--- config.mk ---
export PLATFORM = sky130hd
export DESIGN_NAME = mul_unsigned_acc
export DESIGN_NICKNAME = d
export VERILOG_FILES = /design/src/rtl/mul_unsigned_pkg.sv /design/src/rtl/mul_acc_outbuf.sv /design/src/rtl/mul_unsigned_acc.sv
export SDC_FILE = /design/constraint.sdc
export NUM_CORES = 1
export LEC_CHECK = 0
export ABC_AREA = 0
export CAP_MARGIN = 5
export CORE_MARGIN = 2
export CORE_UTILIZATION = 58
export CTS_BUF_LIST = sky130_fd_sc_hd__clkbuf_8
export DETAILED_ROUTE_END_ITERATION = 8
export PLACE_DENSITY = 0.82
export RECOVER_POWER = 25
export SYNTH_ARGS = -nofsm -noshare
export SYNTH_HDL_FRONTEND = slang
export SYNTH_HIERARCHICAL = 1
export SYNTH_SLANG_ARGS = --single-unit
--- constraint.sdc ---
create_clock -name clk -period 7.1 [get_ports clk]
set_clock_uncertainty 0.05 [all_clocks]
set_input_delay 0.71 -clock clk [delete_from_list [all_inputs] [get_ports clk]]
set_output_delay 0.71 -clock clk [all_outputs]
set_load 0.005 [all_outputs]
--- src/rtl/mul_unsigned_pkg.sv ---
// Shared definitions for the unsigned multiplier family: result-width helper and
// state encodings for the accumulator and its output buffer.
package mul_unsigned_pkg;

    // Width that holds LEN products of 2*WIDTH bits without wrapping.
    function automatic int unsigned acc_width(input int unsigned width, input int unsigned len);
        return 2 * width + $clog2(len);
    endfunction

    typedef enum logic {
        ST_IDLE,
        ST_ACC
    } acc_state_t;

    typedef enum logic {
        OB_EMPTY,
        OB_FULL
    } ob_state_t;

endpackage

--- src/rtl/mul_acc_outbuf.sv ---
// One-deep valid/ready holding register. A load that arrives while full and not
// draining is discarded and raises the sticky drop flag.
module mul_acc_outbuf
    import mul_unsigned_pkg::*;
#(
    parameter int unsigned W = 18
) (
    input  logic         clk,
    input  logic         rst_n,
    input  logic         load,
    input  logic [W-1:0] load_data,
    input  logic         ready,
    output logic         valid,
    output logic [W-1:0] data,
    output logic         drop
);

    ob_state_t state;

    always_ff @(posedge clk or negedge rst_n) begin
        if (!rst_n) begin
            state <= OB_EMPTY;
            data  <= '0;
            drop  <= 1'b0;
        end else begin
            case (state)
                OB_EMPTY: begin
                    if (load) begin
                        data  <= load_data;
                        state <= OB_FULL;
                    end
                end
                OB_FULL: begin
                    if (load) begin
                        // Draining this cycle frees the slot, so the new result replaces it.
                        if (ready) begin
                            data <= load_data;
                        end else begin
                            drop <= 1'b1;
                        end
                    end else if (ready) begin
                        state <= OB_EMPTY;
                    end
                end
                default: state <= OB_EMPTY;
            endcase
        end
    end

    assign valid = (state == OB_FULL);

endmodule

--- src/rtl/mul_unsigned_acc.sv ---
// Sums each group of LEN consecutive valid products from the multiplier and hands the
// group sum to a one-deep output buffer.
module mul_unsigned_acc
    import mul_unsigned_pkg::*;
#(
    parameter  int unsigned WIDTH = 8,
    parameter  int unsigned LEN   = 4,
    localparam int unsigned ACC_W = acc_width(WIDTH, LEN)
) (
    input  logic               clk,
    input  logic               rst_n,
    input  logic               clr,
    input  logic               in_valid,
    input  logic [2*WIDTH-1:0] in_z,
    output logic               out_valid,
    input  logic               out_ready,
    output logic [ACC_W-1:0]   out_sum,
    output logic               drop_err,
    output logic               busy
);

    localparam int unsigned CNT_W = $clog2(LEN);

    acc_state_t       state;
    logic [CNT_W-1:0] cnt;
    logic [ACC_W-1:0] acc;
    logic [ACC_W-1:0] sum;
    logic             take;
    logic             grp_done;

    assign take     = in_valid && !clr;
    assign sum      = acc + ACC_W'(in_z);
    assign grp_done = take && (state == ST_ACC) && (cnt == CNT_W'(LEN - 1));

    always_ff @(posedge clk or negedge rst_n) begin
        if (!rst_n) begin
            state <= ST_IDLE;
            cnt   <= '0;
            acc   <= '0;
            busy  <= 1'b0;
        end else if (clr) begin
            state <= ST_IDLE;
            cnt   <= '0;
            acc   <= '0;
            busy  <= 1'b0;
        end else if (in_valid) begin
            case (state)
                ST_IDLE: begin
                    acc   <= ACC_W'(in_z);
                    cnt   <= CNT_W'(1);
                    busy  <= 1'b1;
                    state <= ST_ACC;
                end
                ST_ACC: begin
                    if (cnt == CNT_W'(LEN - 1)) begin
                        acc   <= '0;
                        cnt   <= '0;
                        busy  <= 1'b0;
                        state <= ST_IDLE;
                    end else begin
                        acc <= sum;
                        cnt <= cnt + CNT_W'(1);
                    end
                end
                default: state <= ST_IDLE;
            endcase
        end
    end

    mul_acc_outbuf #(
        .W(ACC_W)
    ) u_outbuf (
        .clk      (clk),
        .rst_n    (rst_n),
        .load     (grp_done),
        .load_data(sum),
        .ready    (out_ready),
        .valid    (out_valid),
        .data     (out_sum),
        .drop     (drop_err)
    );

endmodule

# Word level (Yosys, flattened, before mapping)
# Cells that the tools add are included.
[word_totals]
register_bits = 42
latchBits = 0
ramBits = 0
rom_bits = 0
in_bits = 21
output_inout_bits = 21
wordCells = 49
n_memories = 0
[classes]
n_addsub = 2
multipliers = 0
div = 0
magnitude_cmp = 0
n_eq_ne = 5
n_shift = 0
n_mux = 24
n_bitwise = 3
reduce_logical = 8
[op_table]
columns = ["op", "n"]
rows = [
  ["18-bit 2-to-1 mux", 6],
  ["18-bit case mux with 2 select lines", 2],
  ["18-bit by 16-bit adder with 18-bit output", 1],
  ["1-bit 2-to-1 mux", 9],
  ["2-bit 2-to-1 mux", 3],
  ["2-bit != test (second input constant)", 3],
  ["1-bit case mux with 2 select lines", 3],
  ["3-bit AND reduction", 2],
  ["2-bit case mux with 2 select lines", 1],
  ["1-bit logical AND", 3],
  ["3-bit by 2-bit != test with 1-bit output (second input constant)", 1],
  ["1-bit NOT", 3],
  ["2-bit by 1-bit adder with 2-bit output (second input constant)", 1],
  ["2-bit equality test (second input constant)", 1],
  ["2-bit AND reduction", 1],
  ["2-bit nonzero test", 1],
  ["1-bit logical NOT", 1],
]

# Depth between registers and ports, before layout
# Gate-level depths: netlist (run 1).
[logic_depth]
ltp_word = 6
mapped_depth = 10
depth_no_buf = 10

# Cells and area by module
# Netlist (run 1), hierarchy kept.
[by_module_without_submodules]
columns = ["module", "n_inst", "cells_each", "area_per_inst_um2"]
rows = [
  ["mul_unsigned_acc", 1, 229, 1958.1],
  ["mul_acc_outbuf", 1, 44, 800.8],
]

# Least setup slack after synthesis (run 1)
# OpenSTA, ideal clock, no wires.
[synth_timing]
path_kind = "input-to-reg"
startpoint = "in in_z[0]"
endpoint = "reg u_outbuf.data[14]"
setup_time_ps = 125
arrival_ps = 2634
path_slack_ps = 4291
path_stages = 10
cell_sequence = "ha_1 fa_1 a21oi_2 o221ai_2 o221ai_2 and2b_2 o21ai_2 a21o_1 xnor2_1 mux2_4"
[synth_via]
elab_chain_cells = 4
elab_cells_between_ends = 5
classes_between = "add/sub (1); mux (4)"
[synth_rtl]
columns = ["item", "line", "text"]
rows = [
  ["start: declaration", "mul_unsigned_acc.sv:14", "input logic [2*WIDTH-1:0] in_z,"],
  ["18-bit by 16-bit adder with 18-bit output *", "mul_unsigned_acc.sv:32", "assign sum = acc + ACC_W'(in_z);"],
  ["net sum[14]", "mul_unsigned_acc.sv:27", "logic [ACC_W-1:0] sum;"],
  ["18-bit 2-to-1 mux", "mul_acc_outbuf.sv:36", "if (ready) begin"],
  ["18-bit 2-to-1 mux", "mul_acc_outbuf.sv:34", "if (load) begin"],
  ["18-bit case mux with 2 select lines *", "mul_acc_outbuf.sv:26", "case (state)"],
  ["end signal: assignment", "mul_acc_outbuf.sv:29", "data <= load_data;"],
  ["end signal: assignment", "mul_acc_outbuf.sv:37", "data <= load_data;"],
  ["end: declaration", "mul_acc_outbuf.sv:14", "output logic [W-1:0] data,"],
]
# The timed path passes the listed nets; every way through them passes the cells marked *. The select of a mux whose other input is x is not followed.
# A chain may end at the register's enable or synchronous reset.

# Worst setup path in the final report (run 1)
# Ends and elaborated chain as after synthesis.

==> run metrics, run 1 <==
max incr delay on CP=430 ps; Crit-path slowest cell=clkdlybuf4s50_1; Longest Clk Path Bufs=2; most frequent CP cell=o221ai_2; row count=25; Avg WL per Cell=15.9 um; Post-Route WL=5.86 mm; most numerous cell in the Yosys netlist=dfrtp_1; share of cells above drive strength 1=0.159; CP required=7240 ps; die area=0.00532 mm2; CTS tree=built; failing checks=max-capacitance violations, max-slew violations; Avg Cell Area, Syn=10.1 um2; Hold Fails Final Rpt=0; Netlist Area Pre-Place=0.00276 mm2; dpl cells=361; Fillers=about 370; Synth Area in XOR/XNOR=0.0503; minimum clock period=just over 3000 ps; Synth cell types=53; CTS root buf=clkbuf_8; setup bufs post-CTS=0; DP HPWL=4.11 mm; highest clock rate=324 MHz; total track usage=0.241; top post-synthesis cells by area=dfrtp_1, ha_1, mux2_4, nor2_1, a221oi_1; insertion delay to the later sink of the worst-skew pair=300 ps; Reg-to-Reg End=u_outbuf/data[14]; Seq cells post-synth=42; overall power=694 uW; Synth Area in Simple Gates=0.157; vias in the first global route=~2100; synth cell count leaders=dfrtp_1, nor2_1, a21oi_1; Final #Nets=roughly 350; Max Cap Viol=1; Crit Path Class=in2reg; number of diodes=0; hold path start=u_outbuf/drop; Synth warnings=6; area leader, netlist=dfrtp_1; via count=around 2200; Design Area, Final=0.00331 mm2; final setup vio count=0; Slew HR=-0.457; Core Area=0.00466 mm2; post-cts repair resize count=0; critical path fanouts, max=3; Area Growth Syn to Fin=19.8%; Post-Synth Adder-Cell Area=0.0844; compound-gate portion of the synthesized area=0.200; RSZ-0062 raised after global routing=false; Hold WC Path Type=reg2reg; clk slew on worst S/H paths=80 ps; number of hold buffers added after CTS=0; start of the worst register-to-register path=acc[0]; crit path cell chain=clkdlybuf4s50_1 > ha_1 > fa_1 > a21oi_2 > o221ai_2 > o221ai_2 > and2b_2 > o21ai_2 > a21o_1 > xnor2_1 > mux2_4; global-route wire length before repair=10.0 mm; Worst Setup End Kind=flip-flop; Die Y=around 73 um; sequential-to-total area share from yosys stat=0.381; Worst Hold Endpoint=u_outbuf/drop; gr ovfl total=0; leakage power=around 0.0015 uW; area share of the largest cell type after synthesis=0.381; Die W=73.0 um; initial antenna violation count=0; Placer Congestion=a little over 0.9; Initial DRT Pass Iterations=4; Synth Flop Type=dfrtp_1; Starting DRT DRC Count=around 120; Synthesized Nets=roughly 310; count of antenna-violating nets left after detailed routing=0; CP Launch Type=input port; Final Max Slew Viols=43; Synth Instances=273; cts bufs inserted=5; FF-to-FF path depth=10; # clock sinks=42; largest net degree at the start of global routing=43; H-tree Lvls=2; outcome=finished with violations; mux cell area share after synthesis=0.0907; largest family of logic cells by synthesized area=compound AO/OA/AOI/OAI gates; setup TNS=0 ps; CP Data Arrival Time=3230 ps; Starting Density=0.592; EDFF count, synth=0; flop2flop setup slack=4500 ps; Peak VDD IR=around 0.00012 V; period utilization=0.435; via-per-instance ratio=5.88; Min-Delay Path Depth=1; # IOs=42; detailed-route DRC error count=0; input/output buffers=41; Slew @ Worst Pin=2190 ps; Cell Area, Placed=~0.0032 mm2; Cell Pwr Density=210 mW/mm2; Non-Filler Instances=369; Synth async-reset ratio=1.00
[routing by layer]
| layer | track usage | share of wire |
|---|---|---|
| met1 | 0.326 | 0.47 |
| met2 | 0.402 | 0.49 |
| met3 | 0.0414 | 0.027 |
| met4 | 0.0597 | 0.013 |
| met5 | 0 | 0 |
[report_power, final]
group	total (uW)	switching (uW)	leakage, uW	internal [uW]
Combinational	238	130	0.000928	108
Sequential	269	11.6	0.000558	257
Clock	187	83.1	0.0000579	104
Total	694	225	0.00154	469
[cells in the final DEF (no fill, tap or decap), types with 2 or more instances in the layout]
cell type	n
or2_2	2
clkbuf_8	5
ha_1	17
xnor2_1	10
nor3_1	6
mux2_4	10
a21o_1	5
o221ai_2	2
a21oi_1	19
nand2b_1	5
and3_1	2
inv_1	12
o21bai_1	2
nand3_1	8
o21ai_1	4
or3_1	3
buf_4	3
nor2_1	37
xor2_1	4
a221oi_1	13
o21ai_0	4
clkinv_2	2
dfrtp_1	42
clkdlybuf4s50_1	40
a21oi_2	4
o21ai_2	2
nand2_1	14
mux2_2	8
nor2b_1	3
[worst max-delay path, delay by kind of cell]
family,cells,cell delay [ps]
xor+xnor,1,120
compound gates,5,830
buf+inv,1,430
fa+ha+maj,2,660
simple gates,1,210
mux,1,260
[cell families after synthesis]
| family | Yosys count |
|---|---|
| compound gates | 70 |
| xor+xnor | 15 |
| fa+ha+maj | 18 |
| buf+inv | 22 |
| flops | 42 |
| mux | 19 |
| simple gates | 87 |
[sequential cells by signal, summed over array words and instances (netlist names)]
register        count
busy                1
acc                18
u_outbuf/drop       1
u_outbuf/data      18
cnt                 2
state               1
u_outbuf/valid      1
[final cells by class]
cell class / count / area [um2] / share of cell area
sequential: 42 / 1050 / 0.318
clock inverter: 3 / 40.0 / 0.0121
inverter: 12 / 45.0 / 0.0136
timing repair buffer: 44 / 427 / 0.129
tap: 54 / 67.6 / 0.0204
multi-input combinational: 209 / 1610 / 0.486
clock buffer: 5 / 68.8 / 0.0208
[worst max-delay path by stage]
stage                        from                 to
after floorplan           in_z[0]  u_outbuf/data[14]
final                     in_z[0]  u_outbuf/data[14]
after CTS                 in_z[0]  u_outbuf/data[14]
after global routing      in_z[0]  u_outbuf/data[14]
after detailed placement  in_z[0]  u_outbuf/data[14]
after global placement    in_z[0]  u_outbuf/data[14]
[stage by stage]
step           hold slack [ps]  setup WS (ps)   util
2_1_floorplan              364           4290      -
3_3_place_gp               419           3720  0.686
3_5_place_dp               422           3690  0.686
4_1_cts                    446           4000  0.710
5_1_grt                    474           3840  0.709
6_report                   435           4010  0.709
Note: power is estimated with default switching activity, not from simulation.
==> run 2: changes to the inputs <==
- CORE_UTILIZATION: 58 -> 56
- PLACE_DENSITY: 0.82 -> 0.79
- clock period: 7.1 -> 3.15 ns (I/O delays scaled with it)
==> run 2 against run 1 <==
Net effect: the flow still finishes with violations (max-capacitance violations, max-slew violations); final area hardly changed; final cell count is 3.5% higher; routed wire length fell by 0.55%; critical path type unchanged; critical endpoint unchanged; highest routed layer unchanged.
==> run metrics, run 2 (synthesized netlist as in run 1, its figures left out) <==
die area=around 0.0055 mm2; Area Growth Syn to Fin=19.8%; count of antenna-violating nets left after detailed routing=0; # clock sinks=between 40 and 50; Hold WC Path Type=reg2reg; detailed-route DRC error count=0; DP HPWL=approximately 4.1 mm; Worst Hold Endpoint=u_outbuf/drop; failing checks=max-capacitance violations, max-slew violations; H-tree Lvls=2; CP required=3280 ps; CP Data Arrival Time=approximately 2800 ps; Starting Density=0.584; CP Launch Type=input port; leakage power=0.00154 uW; row count=25; via count=2186; Cell Pwr Density=between 400 and 500 mW/mm2; Hold Fails Final Rpt=0; FF-to-FF path depth=10; Starting DRT DRC Count=approximately 140; Min-Delay Path Depth=1; period utilization=0.862; via-per-instance ratio=5.72; most frequent cells in the layout=dfrtp_1, clkdlybuf4s50_1, nor2_1, a21oi_1, ha_1; Core Area=approximately 0.0047 mm2; outcome=finished with violations; global-route wire length before repair=about 9.7 mm; critical path fanouts, max=3; Avg WL per Cell=15.2 um; overall power=1490 uW; Final #Nets=about 350; Crit Path Class=in2reg; input/output buffers=between 40 and 50; Largest regs=acc (18), u_outbuf/data (18), cnt (2); commonest non-fill, non-tap cell in the layout=dfrtp_1; CTS tree=built; Initial DRT Pass Iterations=4; cts bufs inserted=5; total track usage=0.227; Worst Setup End Kind=flip-flop; Peak VDD IR=0.000351 V; gr ovfl total=0; Placer Congestion=0.854; Die Y=74.2 um; CTS root buf=clkbuf_8; Reg-to-Reg End=u_outbuf/data[14]; Max Cap Viol=1; Crit-path slowest cell=clkdlybuf4s50_1; minimum clock period=2710 ps; largest net degree at the start of global routing=43; flop2flop setup slack=550 ps; start of the worst register-to-register path=acc[0]; Final Max Slew Viols=43; Post-Route WL=5.83 mm; setup bufs post-CTS=0; Die W=74.2 um; insertion delay to the later sink of the worst-skew pair=between 200 and 300 ps; post-cts repair resize count=0; initial antenna violation count=0; RSZ-0062 raised after global routing=false; most frequent CP cell=o221ai_2; setup TNS=0 ps; vias in the first global route=2081; crit path cell chain=clkdlybuf4s50_1 > ha_1 > fa_1 > a21oi_2 > o221ai_2 > o221ai_2 > and2b_2 > o21ai_2 > a21o_1 > xnor2_1 > mux2_4; highest clock rate=approximately 370 MHz; Longest Clk Path Bufs=2; hold path start=u_outbuf/drop; clk slew on worst S/H paths=80 ps; number of diodes=0; final setup vio count=0; # IOs=between 40 and 50; max incr delay on CP=approximately 440 ps; share of cells above drive strength 1=0.156; WHS=435 ps; Slew HR=-0.509; Slew @ Worst Pin=2260 ps; number of hold buffers added after CTS=0
==> run 2: final cells by class <==
class                   instances  area (um2)
fillers                       378        1420
inverters                      12        45.0
clock buffers                   6        82.6
clock inverters                 2        8.76
well taps                      67        83.8
flip-flops and latches         42        1050
repair buffers                 44         427
multi-input cells             209        1610
==> run 2: critical path: cells and delay by family <==
kind                       cells  cell delay [ps]
AOI/OAI and AO/OA              5              820
xor gates and xnor gates       1              120
adders and majority gates      2              660
buffers and inverters          1              440
muxes                          1              270
and+or+nand+nor                1              210
==> run 2: per-layer routing <==
| metal | global-route usage | wire (um) |
|---|---|---|
| met4 | 0.0424 | 25 |
| met3 | 0.0407 | 241 |
| met2 | 0.376 | 2850 |
| met1 | 0.316 | 2710 |
| met5 | 0 | 0 |
==> run 2: through the flow <==
step                      cells  utilization  setup WS (ps)  area [um2]
after CTS                   382        0.700            450        3310
after floorplan             273            -            697        2760
after detailed placement    374        0.681            148        3210
after global placement      374        0.681            192        3210
after global routing        382        0.700            307        3300
final                       382        0.700            435        3300
==> run 2: how the worst max path moves through the flow <==
stage,to,start,slack [ps],cells past startpoint
after floorplan,u_outbuf/data[14],acc[0],700,10
after global placement,u_outbuf/data[14],in_z[0],190,11
after detailed placement,u_outbuf/data[14],in_z[0],150,11
after CTS,u_outbuf/data[14],in_z[0],450,11
after global routing,u_outbuf/data[14],in_z[0],310,11
final,u_outbuf/data[14],in_z[0],440,11
==> run 2: power breakdown <==
part | internal [uW] | switching [uW]
clock network | 174 | 177
logic | 244 | 292
registers | 580 | 26.2
total | 997 | 495
==> run 3: changes to the inputs <==
- HOLD_SLACK_MARGIN: default -> 0.06
==> results of run 3 <==
The final DEF is identical to that of run 2; final timing and power are the same.
